## config.mk

```make
export PLATFORM = sky130hd
export DESIGN_NAME = seg7_scan_driver
export DESIGN_NICKNAME = d
export VERILOG_FILES = /design/src/rtl/seg7_scan_driver.sv
export SDC_FILE = /design/constraint.sdc
export NUM_CORES = 1
export LEC_CHECK = 0
export ABC_AREA = 1
export CORE_MARGIN = 1.5
export CORE_UTILIZATION = 55
export DETAILED_ROUTE_END_ITERATION = 16
export PLACE_DENSITY = 0.79
export SYNTH_ARGS = -nofsm -noshare
export SYNTH_HDL_FRONTEND = slang
export SYNTH_SLANG_ARGS = --single-unit
```

## constraint.sdc

```tcl
create_clock -name clk -period 2.8 [get_ports clk]
set_input_delay 0.56 -clock clk [delete_from_list [all_inputs] [get_ports clk]]
set_output_delay 0.56 -clock clk [all_outputs]
set_load 0.02 [all_outputs]
```

## src/rtl/seg7_scan_driver.sv

```systemverilog
// Four-digit multiplexed seven-segment driver with frame snapshot, dead-time
// between digit slots, leading-zero blanking and per-digit decimal points.
module seg7_scan_driver #(
   parameter int unsigned REFRESH_DIV = 100000,
   parameter bit          BLANK_LZ    = 1'b1
) (
   input  logic       clk,
   input  logic       rst,
   input  logic       en,
   input  logic [3:0] d0,
   input  logic [3:0] d1,
   input  logic [3:0] d2,
   input  logic [3:0] d3,
   input  logic [3:0] dp_mask,
   output logic [3:0] an,
   output logic [6:0] seg,
   output logic       dp,
   output logic       frame_tick
);

   localparam logic [19:0] LAST = 20'(REFRESH_DIV - 1);

   logic [19:0]     presc_q, presc_d;
   logic [1:0]      idx_q, idx_d;
   logic [3:0][3:0] digit_q, digit_d;
   logic [3:0]      dpm_q, dpm_d;
   logic [3:0]      an_q, an_d;
   logic [6:0]      seg_q, seg_d;
   logic            dp_q, dp_d;
   logic            tick_q, tick_d;
   logic [3:0]      blank;
   logic            load;

   function automatic logic [6:0] decode(input logic [3:0] v);
      logic [6:0] s;
      case (v)
         4'd0:    s = 7'h40;
         4'd1:    s = 7'h79;
         4'd2:    s = 7'h24;
         4'd3:    s = 7'h30;
         4'd4:    s = 7'h19;
         4'd5:    s = 7'h12;
         4'd6:    s = 7'h02;
         4'd7:    s = 7'h78;
         4'd8:    s = 7'h00;
         4'd9:    s = 7'h10;
         default: s = 7'h3F;
      endcase
      return s;
   endfunction

   // A digit is blanked only if it and every digit to its left is zero.
   always_comb begin
      blank    = 4'b0000;
      blank[3] = BLANK_LZ && (digit_q[3] == 4'd0);
      blank[2] = blank[3] && (digit_q[2] == 4'd0);
      blank[1] = blank[2] && (digit_q[1] == 4'd0);
   end

   always_comb begin
      load    = en && (presc_q == 20'd0) && (idx_q == 2'd0);
      presc_d = presc_q;
      idx_d   = idx_q;
      digit_d = digit_q;
      dpm_d   = dpm_q;
      tick_d  = load;
      if (en) begin
         if (presc_q == LAST) begin
            presc_d = 20'd0;
            idx_d   = idx_q + 2'd1;
         end else begin
            presc_d = presc_q + 20'd1;
         end
      end
      if (load) begin
         digit_d = {d3, d2, d1, d0};
         dpm_d   = dp_mask;
      end
   end

   // Prescaler value 0 is the dark cycle that separates consecutive slots.
   always_comb begin
      an_d  = 4'b1111;
      seg_d = 7'h7F;
      if (en && !blank[idx_q]) begin
         seg_d = decode(digit_q[idx_q]);
         if (presc_q != 20'd0) begin
            an_d = ~(4'b0001 << idx_q);
         end
      end
      dp_d = ~(~an_d[idx_q] & dpm_q[idx_q]);
   end

   always_ff @(posedge clk or posedge rst) begin
      if (rst) begin
         presc_q <= 20'd0;
         idx_q   <= 2'd0;
         digit_q <= '0;
         dpm_q   <= 4'b0000;
         an_q    <= 4'b1111;
         seg_q   <= 7'h7F;
         dp_q    <= 1'b1;
         tick_q  <= 1'b0;
      end else begin
         presc_q <= presc_d;
         idx_q   <= idx_d;
         digit_q <= digit_d;
         dpm_q   <= dpm_d;
         an_q    <= an_d;
         seg_q   <= seg_d;
         dp_q    <= dp_d;
         tick_q  <= tick_d;
      end
   end

   assign an         = an_q;
   assign seg        = seg_q;
   assign dp         = dp_q;
   assign frame_tick = tick_q;

endmodule

```

==> key figures <==
Routing
  • DRC violations left: 0
  • Detailed-route vias per instance: 5.271
  • WL/cell: 12.61 um
  • Wirelength, routed: 6180 um
  • Via count: 2583
  • DR pass1 iterations: 4
  • Iteration-0 DRC count of the detailed router: 188
  • Count of nets left with antenna violations after detail routing: 0

Cells and area
  • Final standard cell area without fillers: 0.003526 mm2
  • Layout overhead on the synthesized area: 17.22%
  • Final net count: 453
  • # diodes: 0
  • Share of post-route cells with drive strength above 1: 10.48%

Setup path
  • Data arrival time of the critical path: 2570 ps
  • Master of the slowest instance on the critical path: dfrtp_1
  • Register-to-register setup slack: 480 ps
  • Delay-heaviest family, CP: flip-flops
  • Longest individual stage delay on the worst path: 590 ps
  • CP Buf/Inv Count: 2
  • Critical path startpoint category: flop
  • Worst Setup Path Type: flop to flop
  • Worst-path maximum fanout: 11
  • Reg-to-Reg Start: idx_q[0]
  • Cell repeated most along the worst path: nand2_1
  • Crit path required time: 3040 ps
  • Critical path, cell by cell: inv_4 -> nand2_1 -> o22ai_1 -> a31oi_1 -> inv_1 -> ha_1 -> or2_2 -> o211ai_1 -> nand2_1
  • Depth of the most critical reg-to-reg path: 9
  • FF-to-FF End: seg[0]
  • Element type at the critical path end: flop

CTS
  • Reg clk slew, reported paths: 100 ps
  • CTS H-Tree Depth: 2
  • Cts-stage hold buffer count: 0
  • Clk sinks: 55
  • Count of buffers added by post-CTS timing repair for setup: 0
  • Buffers from clock root to sink, at most: 2
  • Buffer cell driving the clock tree root: clkbuf_8
  • Cts bufs inserted: 5
  • CTS tree: built
  • CTS resizes: 0
  • Worst skew pair latency: 320 ps

Hold path
  • Type of the worst min-delay path: flop to flop
  • Hold Startpoint: presc_q[19]
  • Depth of the worst hold-timing path: 1
  • Endpoint of the worst hold path: presc_q[19]

Synthesis
  • Library cell with the largest summed area after synthesis: dfrtp_1
  • Post-synth top flop: dfrtp_1
  • Seq/Total Area, Yosys: 46.26%
  • Synth cell count leaders: 93 x nand2_1, 48 x nor2_1, 43 x dfrtp_1
  • Mapped Nets: 416
  • Flip-flop and latch count after synthesis: 55
  • Async S/R FF share, synth: 100.0%
  • Synth top area cells: dfrtp_1 36%, nand2_1 12%, dfstp_2 10%, nor2_1 6.0%, inv_1 5.2%
  • Portion of synthesized cell area occupied by the leading cell type: 35.77%
  • Average footprint of a synthesized cell: 7.874 um2
  • Most instantiated library cell after synthesis: nand2_1
  • Netlist cell types: 35
  • Synth Instances: 382
  • Mapped Area: 0.003008 mm2
  • Total of warnings raised by yosys: 0
  • Number of synthesized flops with an enable pin: 0

Timing
  • Number of hold violations in the final report: 0
  • Clock tree skew after final layout: 12.76 ps
  • Setup violations, final: 0
  • Worst max-slew margin expressed relative to the limit: 62.30%
  • RSZ-0062 raised after global routing: no
  • Worst Max-Slew Pin Slew: 564.7 ps
  • Aggregate negative setup slack: 0 ps
  • Final worst setup slack: 477.9 ps
  • Final Critical Period: 2322 ps
  • FMAX: 0.4306 GHz
  • Pins over their slew limit: 0
  • Share of the cycle needed by the critical path after routing: 82.93%

Job
  • Max-cap violation count: 0

Power and ir drop
  • Max rail drop VDD: 424.9 uV
  • Power density cells: 478.0 mW/mm2
  • Leakage dissipation: 0.001676 uW

Outcome
  • Result of the run: finished, final reports clean

Global routing
  • Largest net degree at the start of global routing: 28
  • Global-route wire length before repair: 10580 um
  • Final global-route overflow total: 0
  • Initial antenna violation count: 0
  • GR Util All Layers: 22.24%
  • Number of global-route vias before repair: 2411

Floorplanning
  • Initial cell density of the core: 57.79%
  • Die Footprint: 0.005921 mm2
  • Die height: 76.95 um
  • Die outline width: 76.95 um
  • Area of the placeable core: 0.005205 mm2
  • IO Pins: 36
  • Count of standard-cell rows: 26

Placement
  • IO buf count: 35
  • DP Area: 0.003415 mm2
  • Post-placement worst setup slack: 421.8 ps
  • Routability congestion estimate: 0.9659
  • Detail Placement HPWL: 4684 um
-- cell usage in the layout, fill, tap and decap left out, types with 4 or more instances in the layout --
cell | synthesis | layout
dfrtp_1 | 43 | 43
buf_4 | 1 | 4
inv_2 | 5 | 6
nand4_1 | 7 | 7
clkdlybuf4s50_1 | 0 | 35
a21oi_1 | 9 | 9
o21ai_0 | 31 | 31
nand3_1 | 27 | 27
nand2_1 | 93 | 93
o22ai_1 | 4 | 4
clkbuf_8 | 0 | 5
dfstp_2 | 12 | 12
xor2_1 | 6 | 6
nor2_1 | 48 | 48
nor3_1 | 6 | 6
inv_1 | 42 | 41
nor2_2 | 6 | 6
ha_1 | 11 | 11
-- state kept, by name, summed over array words and instances (netlist names) --
name / count
idx_q: 2
dp: 1
seg: 7
an: 4
presc_q: 20
frame_tick: 1
dpm_q: 4
digit_q: 16
-- worst max path at each step --
stage / cells after the start / to / from / slack (ps)
floorplan: 1 / digit_q[0] / rst / 920
global placement: 7 / presc_q[17] / en / 470
detailed placement: 7 / presc_q[17] / en / 420
CTS: 9 / seg[0] / idx_q[0] / 500
global route: 9 / seg[0] / idx_q[0] / 320
finish: 9 / seg[0] / idx_q[0] / 480
-- metal layers --
layer	wire [um]	up-vias	GRT usage, %
met4	92	0	7.222
met5	0	-	0
met3	357	8	3.810
met1	2884	1193	31.16
li1	-	1299	-
met2	2846	83	35.13
-- worst reg2reg max path: cells and delay by family (launching register included) --
| kind | cells | cell delay [ps] |
|---|---|---|
| AND/OR/NAND/NOR | 3 | 560 |
| AO/OA/AOI/OAI | 3 | 560 |
| flip-flops | 1 | 590 |
| buffers and inverters | 2 | 320 |
| adder cells (fa/ha/maj) | 1 | 230 |
-- cells by family after synthesis --
family,count (synthesis),share of synthesized area (%)
and+or+nand+nor,199,29.28
buffers and inverters,57,8.112
DFF,55,46.26
AOI/OAI and AO/OA,51,9.151
adders and majority gates,11,4.576
xor gates and xnor gates,9,2.621
-- area by class of cell --
type / instances / area [um2]
flip-flops and latches: 55 / 1391
multi-input cells: 270 / 1373
clock buffers: 5 / 68.82
fillers: 436 / 1679
clock inverters: 3 / 42.54
repair buffers: 39 / 380.4
well taps: 70 / 87.58
inverters: 48 / 182.7
-- per-stage QoR --
stage                     util, %  std cells  hold WS (ps)  power (uW)
after floorplan                 -        382         445.8        1070
final                       67.74        490         482.0        1685
after CTS                   67.74        490         489.0        1694
after global placement      65.60        482         467.5        1155
after global routing        67.74        490         512.8        1758
after detailed placement    65.60        482         472.7        1163
-- power by group --
group | switching [uW] | internal (uW) | total, uW
logic | 133 | 102 | 235
registers | 68.0 | 848 | 916
clock network | 267 | 267 | 534
(Power assumes the default switching activity.)
